[src/rtl/zero_opt_pkg.sv]
// Shared constants and state encoding for the zero-optimised NFU pipeline controller.
package zero_opt_pkg;

  localparam int ZO_D               = 3;
  localparam int ZO_REPL_LOAD_WIDTH = 2;
  localparam int ZO_CNT_WIDTH       = 12;
  localparam int ZO_PIPE_LAT        = 3;
  localparam int ZO_NFU3_LAT        = 2;
  localparam int ZO_SIG_ENTRIES     = 16;
  localparam int ZO_SIG_AW          = 4;

  // Replacement-select code meaning "load no candidate group this cycle".
  localparam int REPL_NOLOAD = ZO_D;

  typedef enum logic [2:0] {
    ST_IDLE  = 3'd0,
    ST_SIG   = 3'd1,
    ST_REPL  = 3'd2,
    ST_ISSUE = 3'd3,
    ST_DRAIN = 3'd4,
    ST_WRITE = 3'd5,
    ST_DONE  = 3'd6
  } state_t;

endpackage

[src/rtl/zero_opt_blk_cnt.sv]
// Loadable down-counter with a terminal flag; it saturates at zero instead of wrapping.
module zero_opt_blk_cnt #(
  parameter int W = 12
) (
  input  logic         clk,
  input  logic         rst_n,
  input  logic         load,
  input  logic [W-1:0] load_val,
  input  logic         dec,
  output logic [W-1:0] count,
  output logic         last
);

  // Load has priority over decrement; decrement stops at zero.
  always_ff @(posedge clk or negedge rst_n) begin
    if (!rst_n) begin
      count <= '0;
    end else if (load) begin
      count <= load_val;
    end else if (dec && (count != '0)) begin
      count <= count - 1'b1;
    end
  end

  assign last = (count == '0);

endmodule

[src/rtl/zero_opt_pipe_ctrl.sv]
// Sequencer for the zero-optimised NFU pipeline: sigmoid load, candidate loads,
// block issue, pipeline drain and NBout write-back.
module zero_opt_pipe_ctrl
  import zero_opt_pkg::*;
#(
  parameter int D               = ZO_D,
  parameter int REPL_LOAD_WIDTH = ZO_REPL_LOAD_WIDTH,
  parameter int CNT_WIDTH       = ZO_CNT_WIDTH,
  parameter int PIPE_LAT        = ZO_PIPE_LAT,
  parameter int NFU3_LAT        = ZO_NFU3_LAT,
  parameter int SIG_ENTRIES     = ZO_SIG_ENTRIES,
  parameter int SIG_AW          = ZO_SIG_AW
) (
  input  logic                       clk,
  input  logic                       rst_n,
  input  logic                       i_start,
  input  logic [CNT_WIDTH-1:0]       i_num_in_blk,
  input  logic [CNT_WIDTH-1:0]       i_num_out_blk,
  input  logic                       i_use_partial,
  input  logic                       i_last_pass,
  input  logic                       i_load_sig,
  input  logic                       i_buf_ready,
  output logic                       o_busy,
  output logic                       o_done,
  output logic                       o_sig_load,
  output logic [SIG_AW-1:0]          o_sig_addr,
  output logic                       o_repl_rd,
  output logic [REPL_LOAD_WIDTH-1:0] o_sel_repl_load,
  output logic                       o_in_rd,
  output logic                       o_in_zero,
  output logic                       o_load_nbout,
  output logic                       o_nbout_nfu2_nfu3,
  output logic                       o_nbout_wr
);

  localparam int DRAIN_W = $clog2(PIPE_LAT + NFU3_LAT + 1);

  state_t state_reg, state_next;

  logic [CNT_WIDTH-1:0] num_in_reg;
  logic                 use_partial_reg;
  logic                 last_pass_reg;
  logic                 first_repl_reg;

  logic                       in_load, in_dec, in_last;
  logic [CNT_WIDTH-1:0]       in_load_val, in_count;
  logic                       out_load, out_dec, out_last;
  logic [CNT_WIDTH-1:0]       out_count;
  logic                       repl_load, repl_dec, repl_last;
  logic [REPL_LOAD_WIDTH-1:0] repl_count;
  logic                       drain_load, drain_dec, drain_last;
  logic [DRAIN_W-1:0]         drain_load_val, drain_count;
  logic                       sig_cnt_load, sig_dec, sig_last;
  logic [SIG_AW-1:0]          sig_count;

  logic accept, zero_job, repl_fire, issue_fire;

  assign accept     = (state_reg == ST_IDLE) && i_start;
  assign zero_job   = (i_num_in_blk == '0) || (i_num_out_blk == '0);
  assign repl_fire  = (state_reg == ST_REPL) && i_buf_ready;
  assign issue_fire = (state_reg == ST_ISSUE) && i_buf_ready;

  // Counter controls: the REPL, drain and SIG counters are preloaded whenever their
  // state is not active, so they are full on entry; input/output counts load per job/block.
  always_comb begin
    in_load        = (state_reg == ST_IDLE) || (state_reg == ST_WRITE);
    in_load_val    = (state_reg == ST_IDLE) ? (i_num_in_blk - 1'b1) : (num_in_reg - 1'b1);
    in_dec         = issue_fire;
    out_load       = (state_reg == ST_IDLE);
    out_dec        = (state_reg == ST_WRITE);
    repl_load      = (state_reg != ST_REPL);
    repl_dec       = repl_fire;
    drain_load     = (state_reg != ST_DRAIN);
    drain_load_val = last_pass_reg ? DRAIN_W'(PIPE_LAT + NFU3_LAT - 1) : DRAIN_W'(PIPE_LAT - 1);
    drain_dec      = (state_reg == ST_DRAIN);
    sig_cnt_load   = (state_reg != ST_SIG);
    sig_dec        = (state_reg == ST_SIG);
  end

  zero_opt_blk_cnt #(.W(CNT_WIDTH)) u_in_cnt (
    .clk(clk), .rst_n(rst_n), .load(in_load), .load_val(in_load_val),
    .dec(in_dec), .count(in_count), .last(in_last)
  );

  zero_opt_blk_cnt #(.W(CNT_WIDTH)) u_out_cnt (
    .clk(clk), .rst_n(rst_n), .load(out_load), .load_val(i_num_out_blk - 1'b1),
    .dec(out_dec), .count(out_count), .last(out_last)
  );

  zero_opt_blk_cnt #(.W(REPL_LOAD_WIDTH)) u_repl_cnt (
    .clk(clk), .rst_n(rst_n), .load(repl_load), .load_val(REPL_LOAD_WIDTH'(D - 1)),
    .dec(repl_dec), .count(repl_count), .last(repl_last)
  );

  zero_opt_blk_cnt #(.W(DRAIN_W)) u_drain_cnt (
    .clk(clk), .rst_n(rst_n), .load(drain_load), .load_val(drain_load_val),
    .dec(drain_dec), .count(drain_count), .last(drain_last)
  );

  zero_opt_blk_cnt #(.W(SIG_AW)) u_sig_cnt (
    .clk(clk), .rst_n(rst_n), .load(sig_cnt_load), .load_val(SIG_AW'(SIG_ENTRIES - 1)),
    .dec(sig_dec), .count(sig_count), .last(sig_last)
  );

  // State register, job configuration capture and first-REPL-cycle flag.
  always_ff @(posedge clk or negedge rst_n) begin
    if (!rst_n) begin
      state_reg       <= ST_IDLE;
      num_in_reg      <= '0;
      use_partial_reg <= 1'b0;
      last_pass_reg   <= 1'b0;
      first_repl_reg  <= 1'b0;
    end else begin
      state_reg <= state_next;
      if (accept) begin
        num_in_reg      <= i_num_in_blk;
        use_partial_reg <= i_use_partial;
        last_pass_reg   <= i_last_pass;
      end
      // Entering REPL from anything but ISSUE starts a new output block.
      first_repl_reg <= (state_next == ST_REPL) &&
                        ((state_reg == ST_IDLE) || (state_reg == ST_SIG) || (state_reg == ST_WRITE));
    end
  end

  // Next-state logic.
  always_comb begin
    state_next = state_reg;
    case (state_reg)
      ST_IDLE: begin
        if (i_start) begin
          if (zero_job)        state_next = ST_DONE;
          else if (i_load_sig) state_next = ST_SIG;
          else                 state_next = ST_REPL;
        end
      end
      ST_SIG:   if (sig_last) state_next = ST_REPL;
      ST_REPL:  if (repl_fire && repl_last) state_next = ST_ISSUE;
      ST_ISSUE: if (issue_fire) state_next = in_last ? ST_DRAIN : ST_REPL;
      ST_DRAIN: if (drain_last) state_next = ST_WRITE;
      ST_WRITE: state_next = out_last ? ST_DONE : ST_REPL;
      ST_DONE:  state_next = ST_IDLE;
      default:  state_next = ST_IDLE;
    endcase
  end

  // Datapath controls decoded from the state and the buffer-ready handshake.
  always_comb begin
    o_busy            = (state_reg != ST_IDLE);
    o_done            = (state_reg == ST_DONE);
    o_sig_load        = (state_reg == ST_SIG);
    o_sig_addr        = '0;
    if (state_reg == ST_SIG) o_sig_addr = SIG_AW'(SIG_ENTRIES - 1) - sig_count;
    o_repl_rd         = repl_fire;
    o_sel_repl_load   = repl_fire ? (REPL_LOAD_WIDTH'(D - 1) - repl_count) : REPL_LOAD_WIDTH'(D);
    o_in_rd           = issue_fire;
    o_in_zero         = !issue_fire;
    o_load_nbout      = (state_reg == ST_REPL) && first_repl_reg && use_partial_reg;
    o_nbout_nfu2_nfu3 = ((state_reg == ST_DRAIN) || (state_reg == ST_WRITE)) && !last_pass_reg;
    o_nbout_wr        = (state_reg == ST_WRITE);
  end

endmodule

[config.mk]
export PLATFORM = sky130hd
export DESIGN_NAME = zero_opt_pipe_ctrl
export DESIGN_NICKNAME = d
export VERILOG_FILES = /design/src/rtl/zero_opt_pkg.sv /design/src/rtl/zero_opt_blk_cnt.sv /design/src/rtl/zero_opt_pipe_ctrl.sv
export SDC_FILE = /design/constraint.sdc
export NUM_CORES = 1
export LEC_CHECK = 0
export ABC_CLOCK_PERIOD_IN_PS = 3450
export CAP_MARGIN = 20
export CORE_AREA = 2 2 81 83
export DETAILED_ROUTE_END_ITERATION = 8
export DIE_AREA = 0 0 83 85
export PLACE_DENSITY = 0.77
export SLEW_MARGIN = 20
export SYNTH_ARGS = -nofsm -noshare
export SYNTH_HDL_FRONTEND = slang
export SYNTH_SLANG_ARGS = --single-unit
[constraint.sdc]
create_clock -name clk -period 3.45 [get_ports clk]
set_input_delay 0.5175 -clock clk [delete_from_list [all_inputs] [get_ports clk]]
set_output_delay 0.5175 -clock clk [all_outputs]
set_load 0.01 [all_outputs]
### Word level (Yosys, flattened, before mapping)

Cells that the tools add are included.

* register bits: 51
* bits in latches: 0
* memory bits (writable): 0
* memory bits (read-only): 0
* input bits: 31
* output and inout bits: 15
* logic and storage cells: 93
* memories kept: 0

* $add $sub $neg: 10
* $mul: 0
* div/mod/pow operators: 0
* order comparisons: 0
* equal/unequal tests: 10
* shift operators: 0
* mux-type cells: 24
* bitwise operators: 0
* reduce and logical (&&, ||, !) cells: 39

Operators with widths (number)
* $mux W12: 5
* $sub A12 B1 Y12 const B: 5
* $logic_not A12 Y1: 4
* $mux W3: 11
* $reduce_bool A12 Y1: 2
* $pmux W3 S6: 1
* $logic_and A1 B1 Y1: 13
* $mux W4: 3
* $reduce_bool A2 Y1: 6
* $eq A3 B2 Y1 const B: 3
* $eq A3 B3 Y1 const B: 3
* $mux W2: 4
* $logic_not A3 Y1: 2
* $reduce_bool A3 Y1: 2
* $logic_or A1 B1 Y1: 5
* $logic_not A4 Y1: 1
* $reduce_bool A4 Y1: 1
* $sub A4 B1 Y4 const B: 1
* $sub A4 B4 Y4 const A: 1
* $eq A3 B1 Y1 const B: 1
* $ne A3 B1 Y1 const B: 1
* $ne A3 B2 Y1 const B: 1
* $ne A3 B3 Y1 const B: 1
* $sub A3 B1 Y3 const B: 1
* 4 further kinds: 5

### Depth between registers and ports, before layout

Gate-level depths: netlist of the first run.

* depth in word-level cells: 7
* gate-level depth with buffers: 12

### Cells and area by module

A second synthesis of the first run with hierarchy kept.

* cell total of the unflattened synthesis: 429
* area, all modules: 3836.2 sq um

Modules (own cells, without submodules)
* zero_opt_pipe_ctrl: instances 1, cells an instance 185, area each 1619.1 sq um, seq. area each 450.4 sq um
* zero_opt_blk_cnt (u_in_cnt): instances 1, cells an instance 96, area each 825.8 sq um, seq. area each 300.3 sq um
* zero_opt_blk_cnt (u_out_cnt): instances 1, cells an instance 89, area each 798.3 sq um, seq. area each 300.3 sq um
* zero_opt_blk_cnt (u_sig_cnt): instances 1, cells an instance 27, area each 270.3 sq um, seq. area each 100.1 sq um
* zero_opt_blk_cnt (u_drain_cnt): instances 1, cells an instance 19, area each 190.2 sq um, seq. area each 75.1 sq um
* zero_opt_blk_cnt (u_repl_cnt): instances 1, cells an instance 13, area each 132.6 sq um, seq. area each 50.0 sq um

### Least setup slack after synthesis of the first run

OpenSTA, ideal clock, no wires.

* path type: reg-to-reg
* start: reg state_reg[2]
* end: reg u_out_cnt.count[10]
* setup time: 77 ps
* arrival: 2399 ps
* data required time: 3373 ps
* path slack: 974 ps
* cell stages (with the launch flop): 12
* path buffers: 3
* cells stage by stage: dfrtp_1 > buf_4 > nor3_2 > inv_2 > buf_2 > clkbuf_1 > mux2i_1 > ha_1 > o21a_1 > nand3_1 > a221o_1 > a21oi_1

* longest elaborated chain between the ends: 3

Ends and longest elaborated chain
* start: declaration: RTL line zero_opt_pipe_ctrl.sv:38 `state_t state_reg, state_next;`
* start signal: assignment: RTL line zero_opt_pipe_ctrl.sv:114 `state_reg <= state_next;`
* $eq A3 B3 Y1: RTL line zero_opt_pipe_ctrl.sv:70 `out_dec = (state_reg == ST_WRITE);`
* $logic_and A1 B1 Y1: RTL line zero_opt_blk_cnt.sv:20 `end else if (dec && (count != '0)) begin`
* $reduce_bool A2 Y1 (no line)
* end signal: assignment: RTL line zero_opt_blk_cnt.sv:19 `count <= load_val;`
* end signal: assignment: RTL line zero_opt_blk_cnt.sv:21 `count <= count - 1'b1;`
* end: declaration: RTL line zero_opt_blk_cnt.sv:10 `output logic [W-1:0] count,`

Several ways; a longest one is shown, not always the timed one.
A chain may end at the register's enable or synchronous reset.

### Worst setup path in the final report of the first run

* start: reg state_reg[0]
* end: out o_busy

* longest elaborated chain between the ends: 1

Ends and longest elaborated chain
* $reduce_bool A3 Y1: RTL line zero_opt_pipe_ctrl.sv:149 `o_busy = (state_reg != ST_IDLE);`
* end: declaration: RTL line zero_opt_pipe_ctrl.sv:23 `output logic o_busy,`

Every way passes these cells.

==> run_results.csv, run 1 <==
group,metric,value,unit
status,status,"finished clean",
die,die-area,7060,µm²
synth,synth_edf_count,0,
grt,grt_usage,0.241,
placed_design,detailedPlace.worstSlack,693,ps
timing,hold_ws,298,ps
worst_setup_path,worstPathArrival,2370,ps
timing,finalCritPeriodShare,0.837,
synth,async_reset_ff_frac,1.00,
synth,synth_seq_area_share,0.383,
synth,syn-cell-area,3330,µm²
timing,finalWorstPathRequiredPeriod,2890,ps
die,ioPinCount,46,
timing,slew_headroom,0.458,
grt,antenna_found_initial,0,
worst_setup_path,cp_slowest_cell,"dfrtp_1",
worst_setup_path,cp_cell_sequence,"buf_4 > nor3_2 > inv_2 > buf_4 > clkdlybuf4s50_1",
synth,syn_area_per_cell,8.72,µm²
worst_setup_path,crit_top_cell,"buf_4",
synth,synthFlopType,"dfrtp_1",
finish,syn2layout_area_growth,18.1,%
synth,yosysUniqueCellTypes,58,
finish,finalNonFillerCells,500,
placed_design,place_inst,492,
clock_tree,cts-root-buf,"clkbuf_8",
placed_design,gp_congestion,0.942,
die,die_w,83,µm
placed_design,io_buffers,45,
die,die_height,85,µm
clock_tree,cts_hold_buf,0,
clock_tree,clock_sinks,51,
worst_setup_path,slowest_delay,670,ps
routing,ant_nets,0,
grt,grt_pass1_vias,2971,
clock_tree,clkTransAtPathRegs,100,ps
timing,final.setup.tns,0,ps
placed_design,hpwl,6050,µm
clock_tree,cts_tree,"done",
finish,layout.nets,460,
timing,drv_slew,0,
synth,synthesis.nets,420,
power_and_ir_drop,power_density,678,nW/µm²
clock_tree,cts_buffers,5,
grt,grt_pass1_wl,14200,µm
grt,grt_max_degree,36,
routing,vias,3055,
power_and_ir_drop,ir_worst_vdd,0.326,mV
synth,yosysWarnings,0,
run,maxCapViolCount,0,
timing,setup_viol,0,
timing,finalHoldViolCount,0,
die,rows,29,
clock_tree,cts_max_level,2,
hold_path,min_path_type,"in -> async",
die,core,6200,µm²
routing,drt_iter0_drc,188,
timing,worst_pin_slew,813,ps
synth,synth-seq-cells,51,
worst_setup_path,end_kind,"output pin",
grt,overflow,0,
timing,setup_ws,563,ps
routing,drc,0,
synth,synthCells,382,
routing,routed_wl,8310,µm
clock_tree,cts_setup_buffers,0,
worst_setup_path,startpoint_type,"flip-flop",
finish,drive_above_1_share,0.111,
worst_setup_path,worstSetupPathType,"reg -> out",
routing,wl_per_cell,16.6,µm
clock_tree,cts_buffer_depth,2,
timing,rsz0062_at_grt,"no",
timing,fmax,0.346,GHz
worst_setup_path,required,2930,ps
die,initial_utilization,0.537,
routing,drt-vias-per-instance,6.11,
timing,clock_skew,8.48,ps
routing,dr.pass1.iters,4,
clock_tree,insertion_delay,300,ps
clock_tree,cts_resized,0,
finish,antenna_cells,0,
worst_setup_path,crit_fanout,24,
power_and_ir_drop,power.leakage,1.62,nW
-- through the flow --
step	utilization	power [mW]	instance area (µm²)
after floorplan	-	1.94	3330
after global routing	0.634	2.88	3930
final	0.634	2.67	3930
after detailed placement	0.620	2.32	3850
after global placement	0.620	2.26	3850
after CTS	0.634	2.67	3930
-- report_power, final --
part           switching, mW  internal [mW]
clock                  0.207          0.143
sequential             0.226          0.823
combinational          0.697          0.572
total                   1.13           1.54
-- cell type report --
type | instances | area, µm²
Clock inverter | 2 | 12.5
Tap cell | 77 | 96.3
Multi-Input combinational cell | 287 | 1880
Sequential cell | 51 | 1280
Fill cell | 544 | 2270
Clock buffer | 6 | 72.6
Inverter | 23 | 86.3
Timing Repair Buffer | 54 | 513
-- cell usage in the layout (no fill, tap or decap), types with 8 or more instances in the layout --
master           count
a211o_1              8
a21oi_1             19
buf_4                9
clkdlybuf4s50_1     44
dfrtp_1             51
inv_1               20
mux2_2              14
nand2_1             42
nand3_1             13
nor2_1              32
nor3_1              14
o21ai_0             26
xnor2_1              8
xor2_1               8
-- worst paths after layout --
kind,slack (ps),depth (start not counted),from,to
setup / recovery,560,5,state_reg[0]$_DFF_PN0_,o_busy
hold / removal,300,1,rst_n,u_out_cnt.count[2]$_DFFE_PN0P_
setup reg to reg,700,8,state_reg[1]$_DFF_PN0_,u_in_cnt.count[6]$_DFFE_PN0P_
hold reg to reg,510,1,num_in_reg[11]$_DFFE_PN0P_,num_in_reg[11]$_DFFE_PN0P_
max in group asynchronous,2420,2,rst_n,u_in_cnt.count[4]$_DFFE_PN0P_
min in group clk,510,1,num_in_reg[11]$_DFFE_PN0P_,num_in_reg[11]$_DFFE_PN0P_
-- routing by layer --
metal | vias to the layer above | routed length [µm] | GRT usage
li1 | 1471 | - | -
met1 | 1484 | 3860 | 0.337
met2 | 94 | 3950 | 0.389
met3 | 6 | 456 | 0.0447
met4 | 0 | 44 | 0.0656
met5 | - | 0 | 0
-- cell families after synthesis --
logic type,count (synthesis),synth area share
AO/OA/AOI/OAI,106,0.224
XOR/XNOR,16,0.0421
adder cells (fa/ha/maj),7,0.0263
buffers and inverters,44,0.0533
flip-flops,51,0.383
multiplexers,19,0.0624
AND/OR/NAND/NOR,139,0.209
-- cells in the mapped netlist, types with 8 or more instances --
cell type,instances,area share
dfrtp_1,51,0.38
nand2_1,42,0.047
nor2_1,32,0.036
o21ai_0,26,0.039
inv_1,20,0.023
a21oi_1,19,0.029
mux2_2,14,0.047
nor3_1,14,0.021
nand3_1,13,0.020
clkbuf_1,11,0.012
a211o_1,8,0.021
xnor2_1,8,0.021
xor2_1,8,0.021
-- worst max-delay path, delay by kind of cell, from the launching register on --
kind / cells / cell delay [ps]
flip-flops: 1 / 670
AND/OR/NAND/NOR: 1 / 80
buffers and inverters: 4 / 1310
(Power assumes the default switching activity.)
==> run 2: changes to the inputs <==
ABC_CLOCK_PERIOD_IN_PS = 2800   (was 3450)
clock period = 2.8 ns   (was 3.45 ns; I/O delays follow)
==> run 2 against run 1 <==
Register-to-register slack got worse by 330 ps. Final area rose by 1.3%. Wire length shrank 2.7%. Sequential power up 20%. Non-clock buffer count is 4 higher. Clock skew down 2.8 ps. Global-route usage decreased by 0.30 points. Clock power is 43% higher. Critical endpoint is now o_sig_load.
==> run_results.csv, run 2 (synthesized netlist as in run 1, its figures left out) <==
group,metric,value,unit
status,status,"finished clean",
timing,final.setup.tns,0,ps
die,die_height,85,µm
timing,finalHoldViolCount,0,
finish,antenna_cells,0,
clock_tree,cts-root-buf,"clkbuf_8",
routing,vias,3083,
clock_tree,cts_setup_buffers,0,
power_and_ir_drop,power.leakage,1.65,nW
power_and_ir_drop,pwr-share-seq,0.376,
grt,grt_max_degree,29,
die,die-area,7060,µm²
power_and_ir_drop,swShare,0.406,
clock_tree,clkTransAtPathRegs,90,ps
routing,ant_nets,0,
worst_setup_path,cp_cell_sequence,"clkinvlp_4 > nor2_1 > nand2_1 > inv_1 > clkdlybuf4s50_1",
power_and_ir_drop,clockPowerShare,0.149,
placed_design,hpwl,5910,µm
power_and_ir_drop,power,3.36,mW
timing,hold_ws,97.3,ps
finish,final_common_cell,"dfrtp_1",
worst_setup_path,startpoint_type,"flip-flop",
die,rows,29,
timing,finalWorstPathRequiredPeriod,2580,ps
placed_design,io_buffers,45,
die,die_w,83,µm
clock_tree,clock_sinks,51,
finish,layout_common_cells,"51 x dfrtp_1, 44 x clkdlybuf4s50_1, 42 x nand2_1",
timing,rsz0062_at_grt,"no",
power_and_ir_drop,p_switching,1.36,mW
placed_design,gp_congestion,0.879,
routing,routed_wl,8080,µm
finish,drive_above_1_share,0.120,
power_and_ir_drop,comb_power_share,0.475,
timing,worst_pin_slew,619,ps
worst_setup_path,critPathBufInv,3,
power_and_ir_drop,ir_worst_vdd,0.424,mV
timing,fmax,0.388,GHz
timing,setup_viol,0,
routing,dr.pass1.iters,5,
worst_setup_path,cp_slowest_cell,"clkdlybuf4s50_1",
worst_setup_path,critical_path.top_delay_family,"buffers and inverters",
routing,drt_iter0_drc,174,
die,core,6200,µm²
grt,grt_pass1_wl,14000,µm
clock_tree,insertion_delay,300,ps
finish,layout.nets,464,
die,ioPinCount,46,
routing,drt-vias-per-instance,6.13,
clock_tree,cts_tree,"done",
grt,grt_pass1_vias,2935,
timing,clock_skew,5.64,ps
power_and_ir_drop,power_density,844,nW/µm²
worst_setup_path,end_kind,"output pin",
worst_setup_path,worstPathArrival,2160,ps
hold_path,min_path_type,"in -> async",
clock_tree,cts_buffers,5,
finish,num-fill-cells,536,
worst_setup_path,required,2380,ps
finish,syn2layout_area_growth,19.6,%
timing,finalCritPeriodShare,0.922,
worst_setup_path,slowest_delay,560,ps
worst_setup_path,crit_fanout,9,
clock_tree,cts_buffer_depth,2,
grt,overflow,0,
grt,antenna_found_initial,0,
routing,drc,0,
clock_tree,cts_hold_buf,0,
worst_setup_path,worstSetupPathType,"reg -> out",
grt,grt_usage,0.238,
clock_tree,cts_max_level,2,
run,maxCapViolCount,0,
routing,wl_per_cell,16.1,µm
timing,drv_slew,0,
die,initial_utilization,0.537,
timing,slew_headroom,0.584,
power_and_ir_drop,p_int,2.00,mW
run 2: cell types whose count changed in the layout (fill, tap and decap cells not counted), sizes merged:
cell,change
buf,+4
clkinv,-2
bufinv,+1
run 2: layer usage:
layer  up-vias  wire length (µm)  GRT usage
li1       1477                 -          -
met3         6               448     0.0399
met1      1482              3750      0.339
met5         -                 0          0
met4         0                54     0.0581
met2       118              3830      0.384
run 2: through the flow:
step | util | setup WS, ps | std cells | area (µm²)
after floorplan | - | 324 | 382 | 3330
after global placement | 0.625 | 206 | 496 | 3880
after detailed placement | 0.625 | 145 | 496 | 3880
after CTS | 0.642 | 143 | 503 | 3980
after global routing | 0.642 | 40.3 | 503 | 3990
final | 0.642 | 220 | 503 | 3990
run 2: final cells by class:
type	instances	area, µm²	area share
clock buffer	6	72.6	0.0182
inverter	23	90.1	0.0226
tap	77	96.3	0.0242
sequential	51	1280	0.320
multi-input combinational	287	1880	0.471
clock inverter	1	30.0	0.00754
timing repair buffer	58	543	0.136
run 2: final timing paths:
kind                                            startpoint                         endpoint  slack [ps]  cells past startpoint
worst max-delay path                state_reg[0]$_DFF_PN0_                       o_sig_load         220                      5
worst min-delay path                                 rst_n   u_out_cnt.count[8]$_DFFE_PN0P_         100                      1
worst max register to register      state_reg[0]$_DFF_PN0_    u_in_cnt.count[8]$_DFFE_PN0P_         370                      9
worst min register to register  num_in_reg[11]$_DFFE_PN0P_       num_in_reg[11]$_DFFE_PN0P_         510                      1
max in group asynchronous                            rst_n  u_out_cnt.count[10]$_DFFE_PN0P_        1900                      2
min in group clk                num_in_reg[11]$_DFFE_PN0P_       num_in_reg[11]$_DFFE_PN0P_         510                      1
run 2: power groups by stage:
stage          clock, mW  sequential [mW]  combinational, mW
2_1_floorplan          0             1.19               1.20
3_5_place_dp           0             1.26               1.59
3_3_place_gp           0             1.25               1.54
5_1_grt            0.534             1.30               1.79
4_1_cts            0.511             1.25               1.59
6_report           0.500             1.26               1.60
run 2: timing repair:
action                                  CTS  global route
gates resized for setup                   0             1
endpoints found under the setup margin    0             1
hold endpoints to repair                  0             0
